**src/rtl/wb_stream_fifo_slave_pkg.sv**
```systemverilog
// Shared register map, bit positions and bus widths for the Wishbone stream FIFO slave.
// Also provides the address-to-register decoder used by the top level.
package wb_stream_fifo_slave_pkg;

    localparam int WB_ADR_W = 14;
    localparam int WB_DAT_W = 32;

    localparam logic [WB_ADR_W-1:0] REG_CTRL    = 14'h0;
    localparam logic [WB_ADR_W-1:0] REG_STATUS  = 14'h1;
    localparam logic [WB_ADR_W-1:0] REG_TXDATA  = 14'h2;
    localparam logic [WB_ADR_W-1:0] REG_RXDATA  = 14'h3;
    localparam logic [WB_ADR_W-1:0] REG_SCRATCH = 14'h4;

    localparam int CTRL_TX_EN    = 0;
    localparam int CTRL_RX_EN    = 1;
    localparam int CTRL_TX_FLUSH = 8;
    localparam int CTRL_RX_FLUSH = 9;

    localparam int STAT_TX_COUNT = 0;
    localparam int STAT_RX_COUNT = 8;
    localparam int STAT_TX_FULL  = 16;
    localparam int STAT_TX_EMPTY = 17;
    localparam int STAT_RX_FULL  = 18;
    localparam int STAT_RX_EMPTY = 19;
    localparam int STAT_TX_OVF   = 24;
    localparam int STAT_RX_UDF   = 25;

    typedef enum logic [2:0] {
        SEL_CTRL,
        SEL_STATUS,
        SEL_TXDATA,
        SEL_RXDATA,
        SEL_SCRATCH,
        SEL_NONE
    } reg_sel_e;

    // Full 14-bit decode: aliases of the five registers fall into SEL_NONE.
    function automatic reg_sel_e decode_reg(input logic [WB_ADR_W-1:0] adr);
        case (adr)
            REG_CTRL:    return SEL_CTRL;
            REG_STATUS:  return SEL_STATUS;
            REG_TXDATA:  return SEL_TXDATA;
            REG_RXDATA:  return SEL_RXDATA;
            REG_SCRATCH: return SEL_SCRATCH;
            default:     return SEL_NONE;
        endcase
    endfunction

endpackage

```
**src/rtl/wb_stream_fifo_slave_if.sv**
```systemverilog
// Wishbone classic bus plus TX/RX valid-ready streams for the FIFO slave.
interface wb_stream_fifo_slave_if;
    import wb_stream_fifo_slave_pkg::*;

    logic                wb_CYC;
    logic                wb_STB;
    logic                wb_WE;
    logic [WB_ADR_W-1:0] wb_ADR;
    logic [WB_DAT_W-1:0] wb_DAT_MOSI;
    logic [3:0]          wb_SEL;
    logic                wb_ACK;
    logic [WB_DAT_W-1:0] wb_DAT_MISO;

    logic [WB_DAT_W-1:0] tx_data;
    logic                tx_valid;
    logic                tx_ready;
    logic [WB_DAT_W-1:0] rx_data;
    logic                rx_valid;
    logic                rx_ready;

    modport master (
        output wb_CYC, wb_STB, wb_WE, wb_ADR, wb_DAT_MOSI, wb_SEL,
        output tx_ready, rx_data, rx_valid,
        input  wb_ACK, wb_DAT_MISO, tx_data, tx_valid, rx_ready
    );

    modport slave (
        input  wb_CYC, wb_STB, wb_WE, wb_ADR, wb_DAT_MOSI, wb_SEL,
        input  tx_ready, rx_data, rx_valid,
        output wb_ACK, wb_DAT_MISO, tx_data, tx_valid, rx_ready
    );

endinterface

```
**src/rtl/wb_stream_fifo_slave_fifo.sv**
```systemverilog
// Synchronous first-word-fall-through FIFO; push is refused when full and pop when empty.
// Flush clears pointers and count and overrides any push/pop in the same cycle.
module wb_sync_fifo #(
    parameter int WIDTH      = 32,
    parameter int DEPTH_LOG2 = 2
) (
    input  logic                  clk,
    input  logic                  reset,
    input  logic                  push,
    input  logic                  pop,
    input  logic                  flush,
    input  logic [WIDTH-1:0]      din,
    output logic [WIDTH-1:0]      dout,
    output logic                  full,
    output logic                  empty,
    output logic [DEPTH_LOG2:0]   count
);

    localparam int DEPTH = 1 << DEPTH_LOG2;

    logic [WIDTH-1:0]      mem [DEPTH];
    logic [DEPTH_LOG2-1:0] wr_ptr;
    logic [DEPTH_LOG2-1:0] rd_ptr;
    logic                  do_push;
    logic                  do_pop;

    assign full    = (count == (DEPTH_LOG2+1)'(DEPTH));
    assign empty   = (count == '0);
    assign do_push = push & ~full;
    assign do_pop  = pop & ~empty;
    assign dout    = mem[rd_ptr];

    always_ff @(posedge clk) begin
        if (do_push && !flush && !reset) begin
            mem[wr_ptr] <= din;
        end
    end

    always_ff @(posedge clk) begin
        if (reset || flush) begin
            wr_ptr <= '0;
            rd_ptr <= '0;
            count  <= '0;
        end else begin
            if (do_push) wr_ptr <= wr_ptr + 1'b1;
            if (do_pop)  rd_ptr <= rd_ptr + 1'b1;
            if (do_push && !do_pop) begin
                count <= count + 1'b1;
            end else if (do_pop && !do_push) begin
                count <= count - 1'b1;
            end
        end
    end

endmodule

```
**src/rtl/wb_stream_fifo_slave.sv**
```systemverilog
// Wishbone classic slave with CTRL/STATUS/SCRATCH registers, a CPU-filled TX FIFO drained
// by a stream, and a stream-filled RX FIFO drained by CPU reads.
module wb_stream_fifo_slave
    import wb_stream_fifo_slave_pkg::*;
#(
    parameter int TX_DEPTH_LOG2 = 2,
    parameter int RX_DEPTH_LOG2 = 2
) (
    input  logic                   clk,
    input  logic                   reset,
    wb_stream_fifo_slave_if.slave  bus
);

    logic                  ack_q;
    logic [WB_DAT_W-1:0]   miso_q;
    logic                  tx_en_q;
    logic                  rx_en_q;
    logic                  tx_ovf_q;
    logic                  rx_udf_q;
    logic [WB_DAT_W-1:0]   scratch_q;

    reg_sel_e              reg_sel;
    logic                  access;
    logic                  wr_ok;
    logic                  rd_acc;
    logic [WB_DAT_W-1:0]   rd_data;

    logic                  tx_push, tx_pop, tx_flush, tx_full, tx_empty, tx_valid_int;
    logic                  rx_push, rx_pop, rx_flush, rx_full, rx_empty, rx_ready_int;
    logic [WB_DAT_W-1:0]   tx_head;
    logic [WB_DAT_W-1:0]   rx_head;
    logic [TX_DEPTH_LOG2:0] tx_count;
    logic [RX_DEPTH_LOG2:0] rx_count;

    // One access per transaction: the cycle that raises ACK is the only commit cycle.
    assign access  = bus.wb_CYC & bus.wb_STB & ~ack_q;
    assign reg_sel = decode_reg(bus.wb_ADR);
    assign wr_ok   = access & bus.wb_WE & (bus.wb_SEL == 4'hF);
    assign rd_acc  = access & ~bus.wb_WE;

    assign tx_push  = wr_ok & (reg_sel == SEL_TXDATA);
    assign rx_pop   = rd_acc & (reg_sel == SEL_RXDATA);
    assign tx_flush = wr_ok & (reg_sel == SEL_CTRL) & bus.wb_DAT_MOSI[CTRL_TX_FLUSH];
    assign rx_flush = wr_ok & (reg_sel == SEL_CTRL) & bus.wb_DAT_MOSI[CTRL_RX_FLUSH];

    assign tx_valid_int = tx_en_q & ~tx_empty;
    assign rx_ready_int = rx_en_q & ~rx_full;
    assign tx_pop       = tx_valid_int & bus.tx_ready;
    assign rx_push      = rx_ready_int & bus.rx_valid;

    wb_sync_fifo #(.WIDTH(WB_DAT_W), .DEPTH_LOG2(TX_DEPTH_LOG2)) u_tx_fifo (
        .clk   (clk),
        .reset (reset),
        .push  (tx_push),
        .pop   (tx_pop),
        .flush (tx_flush),
        .din   (bus.wb_DAT_MOSI),
        .dout  (tx_head),
        .full  (tx_full),
        .empty (tx_empty),
        .count (tx_count)
    );

    wb_sync_fifo #(.WIDTH(WB_DAT_W), .DEPTH_LOG2(RX_DEPTH_LOG2)) u_rx_fifo (
        .clk   (clk),
        .reset (reset),
        .push  (rx_push),
        .pop   (rx_pop),
        .flush (rx_flush),
        .din   (bus.rx_data),
        .dout  (rx_head),
        .full  (rx_full),
        .empty (rx_empty),
        .count (rx_count)
    );

    always_comb begin
        rd_data = '0;
        case (reg_sel)
            SEL_CTRL: begin
                rd_data[CTRL_TX_EN] = tx_en_q;
                rd_data[CTRL_RX_EN] = rx_en_q;
            end
            SEL_STATUS: begin
                rd_data[STAT_TX_COUNT +: 8] = 8'(tx_count);
                rd_data[STAT_RX_COUNT +: 8] = 8'(rx_count);
                rd_data[STAT_TX_FULL]       = tx_full;
                rd_data[STAT_TX_EMPTY]      = tx_empty;
                rd_data[STAT_RX_FULL]       = rx_full;
                rd_data[STAT_RX_EMPTY]      = rx_empty;
                rd_data[STAT_TX_OVF]        = tx_ovf_q;
                rd_data[STAT_RX_UDF]        = rx_udf_q;
            end
            SEL_RXDATA:  rd_data = rx_empty ? '0 : rx_head;
            SEL_SCRATCH: rd_data = scratch_q;
            default:     rd_data = '0;
        endcase
    end

    always_ff @(posedge clk) begin
        if (reset) begin
            ack_q     <= 1'b0;
            miso_q    <= '0;
            tx_en_q   <= 1'b0;
            rx_en_q   <= 1'b0;
            tx_ovf_q  <= 1'b0;
            rx_udf_q  <= 1'b0;
            scratch_q <= '0;
        end else begin
            ack_q  <= access;
            miso_q <= rd_acc ? rd_data : '0;
            if (wr_ok && reg_sel == SEL_CTRL) begin
                tx_en_q <= bus.wb_DAT_MOSI[CTRL_TX_EN];
                rx_en_q <= bus.wb_DAT_MOSI[CTRL_RX_EN];
            end
            if (wr_ok && reg_sel == SEL_SCRATCH) begin
                scratch_q <= bus.wb_DAT_MOSI;
            end
            // Overflow judged on the full flag before any same-cycle stream pop.
            if (tx_push && tx_full) begin
                tx_ovf_q <= 1'b1;
            end else if (wr_ok && reg_sel == SEL_STATUS && bus.wb_DAT_MOSI[STAT_TX_OVF]) begin
                tx_ovf_q <= 1'b0;
            end
            if (rx_pop && rx_empty) begin
                rx_udf_q <= 1'b1;
            end else if (wr_ok && reg_sel == SEL_STATUS && bus.wb_DAT_MOSI[STAT_RX_UDF]) begin
                rx_udf_q <= 1'b0;
            end
        end
    end

    assign bus.wb_ACK      = ack_q;
    assign bus.wb_DAT_MISO = miso_q;
    assign bus.tx_valid    = tx_valid_int;
    assign bus.tx_data     = tx_valid_int ? tx_head : '0;
    assign bus.rx_ready    = rx_ready_int;

endmodule

```
**src/flat_wrapper.sv**
```systemverilog
// flat-port wrapper written by rule: the top's interface ports become plain ports
module wb_stream_fifo_slave_flat import wb_stream_fifo_slave_pkg::*;
#(
    parameter int TX_DEPTH_LOG2 = 2,
    parameter int RX_DEPTH_LOG2 = 2
)
  (clk, reset, bus_wb_CYC, bus_wb_STB, bus_wb_WE, bus_wb_ADR, bus_wb_DAT_MOSI, bus_wb_SEL, bus_tx_ready, bus_rx_data, bus_rx_valid, bus_wb_ACK, bus_wb_DAT_MISO, bus_tx_data, bus_tx_valid, bus_rx_ready);
  wb_stream_fifo_slave_if bus_i ();
  input  logic clk;
  input  logic reset;
  input wire logic [$bits(bus_i.wb_CYC)-1:0] bus_wb_CYC;
  input wire logic [$bits(bus_i.wb_STB)-1:0] bus_wb_STB;
  input wire logic [$bits(bus_i.wb_WE)-1:0] bus_wb_WE;
  input wire logic [$bits(bus_i.wb_ADR)-1:0] bus_wb_ADR;
  input wire logic [$bits(bus_i.wb_DAT_MOSI)-1:0] bus_wb_DAT_MOSI;
  input wire logic [$bits(bus_i.wb_SEL)-1:0] bus_wb_SEL;
  input wire logic [$bits(bus_i.tx_ready)-1:0] bus_tx_ready;
  input wire logic [$bits(bus_i.rx_data)-1:0] bus_rx_data;
  input wire logic [$bits(bus_i.rx_valid)-1:0] bus_rx_valid;
  output wire logic [$bits(bus_i.wb_ACK)-1:0] bus_wb_ACK;
  output wire logic [$bits(bus_i.wb_DAT_MISO)-1:0] bus_wb_DAT_MISO;
  output wire logic [$bits(bus_i.tx_data)-1:0] bus_tx_data;
  output wire logic [$bits(bus_i.tx_valid)-1:0] bus_tx_valid;
  output wire logic [$bits(bus_i.rx_ready)-1:0] bus_rx_ready;
  assign bus_i.wb_CYC = bus_wb_CYC;
  assign bus_i.wb_STB = bus_wb_STB;
  assign bus_i.wb_WE = bus_wb_WE;
  assign bus_i.wb_ADR = bus_wb_ADR;
  assign bus_i.wb_DAT_MOSI = bus_wb_DAT_MOSI;
  assign bus_i.wb_SEL = bus_wb_SEL;
  assign bus_i.tx_ready = bus_tx_ready;
  assign bus_i.rx_data = bus_rx_data;
  assign bus_i.rx_valid = bus_rx_valid;
  assign bus_wb_ACK = bus_i.wb_ACK;
  assign bus_wb_DAT_MISO = bus_i.wb_DAT_MISO;
  assign bus_tx_data = bus_i.tx_data;
  assign bus_tx_valid = bus_i.tx_valid;
  assign bus_rx_ready = bus_i.rx_ready;
  wb_stream_fifo_slave #(.TX_DEPTH_LOG2(TX_DEPTH_LOG2), .RX_DEPTH_LOG2(RX_DEPTH_LOG2)) u_core (.clk(clk), .reset(reset), .bus(bus_i));
endmodule
```
**config.mk**
```make
export PLATFORM = sky130hd
export DESIGN_NAME = wb_stream_fifo_slave_flat
export DESIGN_NICKNAME = d
export VERILOG_FILES = /design/src/rtl/wb_stream_fifo_slave_pkg.sv /design/src/rtl/wb_stream_fifo_slave_if.sv /design/src/rtl/wb_stream_fifo_slave_fifo.sv /design/src/rtl/wb_stream_fifo_slave.sv /design/src/flat_wrapper.sv
export SDC_FILE = /design/constraint.sdc
export NUM_CORES = 1
export LEC_CHECK = 0
export CAP_MARGIN = 40
export CORE_MARGIN = 4
export CORE_UTILIZATION = 53
export DETAILED_ROUTE_END_ITERATION = 16
export PLACE_DENSITY = 0.78
export SYNTH_ARGS = -nofsm -noshare
export SYNTH_HDL_FRONTEND = slang
export SYNTH_SLANG_ARGS = --single-unit
```
**constraint.sdc**
```tcl
create_clock -name clk -period 4.2 [get_ports clk]
set_input_delay 0.84 -clock clk [delete_from_list [all_inputs] [get_ports clk]]
set_output_delay 0.84 -clock clk [all_outputs]
set_load 0.1 [all_outputs]
```
==> impl_results.md <==
* Top FF cell, synth: edfxtp_1
* Post-route ant nets at 0
* Largest net degree at the start of global routing at 38
* Cell with the most instances after synthesis: edfxtp_1
* DR vias at 8028
* Tcrit/Tclk final at 0.820
* Cell area after placement at 15900 µm²
* Gr usage total at 0.211
* Iteration count of the initial detailed-routing pass at 7
* # diodes at 0
* Hold Path Class: reg -> reg
* WL met1 at 12300 µm
* Post-synth EDFFs at 256
* CP endpoint kind: flip-flop
* Syn Inst Count at 810
* Initial drt markers at 781
* First-pass GRT wire length at 46200 µm
* Leakage at 5.55 nW
* Worst Tran Pin Value at 0.836 ns
* Remaining DRCs at 0
* Clock Skew at 0.0105 ns
* Die Span X at 166 µm
* Most frequent cells after synthesis: edfxtp_1 (256), dfxtp_1 (87), mux4_2 (64), a21oi_1 (50), nand3_1 (46)
* CTS buffer count at 35
* Core Box Area at 24500 µm²
* Setup Fix Bufs, Post-CTS at 0
* Peak VDD IR at 0.000381 V
* Period minus WS final at 3.44 ns
* Top layer in use: met4
* Post-synthesis sequential area ratio at 0.709
* Post-Layout Cell Count at 1359
* Library cells used by synthesis at 56
* Final-report max-slew violation count at 0
* CP max stage delay at 0.67 ns
* Top delay family on crit path: simple AND/OR/NAND/NOR gates
* CP Max Fanout at 8
* Initial antenna violation count at 0
* Synth area leaders: edfxtp_1 (58%), dfxtp_1 (13%), mux4_2 (11%), a32oi_1 (1.9%), a21oi_1 (1.9%)
* Pwr Total at 6.87 mW
* Gr ovfl total at 0
* Post-synth top area cell: edfxtp_1
* # rows at 57
* Clock Tree Buf Depth at 3
* I/O pin count at 156
* WL final at 29900 µm
* Die ar. at 27700 µm²
* Number of global-route vias before repair at 7963
* Wirelength per Cell at 22.0 µm
* Fin area at 17000 µm²
* Port Buffer Count at 155
* Root Buffer: clkbuf_16
* Crit-path cells: clkdlybuf4s50_1 -> nor4_4 -> nand4_2 -> or4_4 -> inv_1 -> ha_1 -> inv_1 -> fa_1 -> xor2_1 -> nor2_1 -> xnor2_1 -> nor2_1
* CP bufs+invs at 3
* Area share of the largest cell type after synthesis at 0.578
* Crit path kind: in -> reg
* Async set-or-reset flop fraction in the synthesized netlist at 0
* #FFs+latches synth at 343
* # hold bufs at CTS at 0
* Syn Area/Cell at 16.4 µm²
* Slew HR at 0.443
* H-tree depth reported by CTS at 2
* Crit-path slowest cell: or4_4
* Area of the mapped netlist at 13300 µm²
* Clock sinks at 343
* Hold_ws at 0.464 ns
* Layout area overhead at 27.8%
* Via density at 5.91
* Fin nets at 1110
* TritonCTS clock tree: done
* Worst Path Required at 4.59 ns
* Final hold vios at 0
* WL met3 at 2360 µm
* RSZ-0062 raised after global routing: no
* Status: finished clean
* Critical Path AT at 3.83 ns
* Fmax at 290 MHz
* Layout cells sized above 1 at 0.222
* Final Setup Violations at 0
* CTS clock-pin slew for the worst setup and hold paths at 0.06 ns
* Setup TNS at 0 ns
* Syn_nets at 911
* Yosys warns at 0
* Die Y at 166 µm
* Clock Latency Late Sink at 0.50 ns
* Dpl hpwl at 19600 µm
* Routed wl met2 at 14500 µm
* Setup crit start kind: primary input
* DP Cell Count at 1296
* GP Congestion at 0.900
* Pwr/cell area at 404 nW/µm²
* Initial Utilization at 0.542
* Max-Cap Viols at 0
* Post-CTS Resized at 0
-- worst min-delay path: stages (launching register included) --
cell and delay (ns):
dfxtp_1 0.31, nand2_1 0.05, a21oi_1 0.05
-- per-stage QoR --
step,worst slack [ns],util
global route,0.568,0.693
global placement,0.326,0.621
finish,0.757,0.693
floorplan,0.422,-
CTS,0.766,0.693
detailed placement,0.266,0.646
-- cell type report --
type / count / area, µm²
Clock buffer: 50 / 1010
Clock inverter: 13 / 136
Timing Repair Buffer: 215 / 2330
Fill cell: 1595 / 7530
Sequential cell: 343 / 9430
Inverter: 12 / 45.0
Multi-Input combinational cell: 402 / 3640
Tap cell: 324 / 405
-- cells in the final DEF, fill, tap and decap left out, types with 3 or more instances in the layout --
cell and instances:
o21ai_0 38, bufinv_16 3, dfxtp_2 3, dfxtp_1 84
nor3b_1 4, buf_12 4, xnor2_1 3, xor2_1 6
mux2i_1 4, nor2_1 38, and3_1 4, clkinv_1 3
a21oi_1 50, mux4_2 64, edfxtp_1 256, and4_2 3
nand4_1 8, clkdlybuf4s50_1 121, clkbuf_8 4, inv_1 12
clkinv_2 7, a32oi_1 29, buf_4 54, nand3_1 46
nand2_1 11, clkbuf_1 9, or3_1 3, clkbuf_16 37
nor3b_4 4, and2_1 32, buf_8 27, ha_1 10
buf_16 8, nor3_1 5
-- registers in the layout, summed over array words and instances (netlist names), named ones only --
signal	flops
u_core.u_rx_fifo.count	3
u_core.u_rx_fifo.mem	128
u_core.u_tx_fifo.count	3
u_core.rx_udf_q	1
u_core.scratch_q	32
u_core.u_rx_fifo.wr_ptr	2
u_core.bus.wb_DAT_MISO	32
u_core.rx_en_q	1
u_core.u_tx_fifo.rd_ptr	2
u_core.bus.wb_ACK	1
u_core.u_rx_fifo.rd_ptr	2
u_core.tx_en_q	1
u_core.tx_ovf_q	1
u_core.u_tx_fifo.wr_ptr	2
u_core.u_tx_fifo.mem	128
-- logic make-up (layout without fill, tap and decap cells) --
family / after synthesis / in the layout / share of synthesized area
flip-flops: 343 / 343 / 0.709
AND/OR/NAND/NOR: 179 / 179 / 0.0783
AO/OA/AOI/OAI: 133 / 133 / 0.0626
multiplexers: 69 / 69 / 0.112
buffers and inverters: 65 / 290 / 0.0197
adder cells (fa/ha/maj): 12 / 12 / 0.0124
XOR/XNOR: 9 / 9 / 0.00593
-- power by group --
group	switching [mW]	leakage, nW	internal [mW]
sequential	0.000470	3.00	3.63
combinational	0.0871	1.98	0.0821
clock	1.20	0.570	1.86
total	1.29	5.55	5.58
-- routing by layer --
| layer | track usage | up-vias |
|---|---|---|
| met5 | 0 | - |
| met3 | 0.0372 | 62 |
| met4 | 0.0605 | 0 |
| li1 | - | 3601 |
| met1 | 0.306 | 3978 |
| met2 | 0.336 | 387 |
-- final timing paths --
kind                            slack [ns]                    endpoint  depth (start not counted)                 start
worst min-delay path                  0.46  u_core.bus.wb_DAT_MISO[24]                          2  u_core.scratch_q[24]
worst max register to register        1.54   u_core.u_tx_fifo.count[2]                         11     u_core.bus.wb_ACK
worst min register to register        0.46  u_core.bus.wb_DAT_MISO[24]                          2  u_core.scratch_q[24]
worst max-delay path                  0.76   u_core.u_tx_fifo.count[2]                         12         bus_wb_ADR[6]
Power figures use the tool's default switching activity.
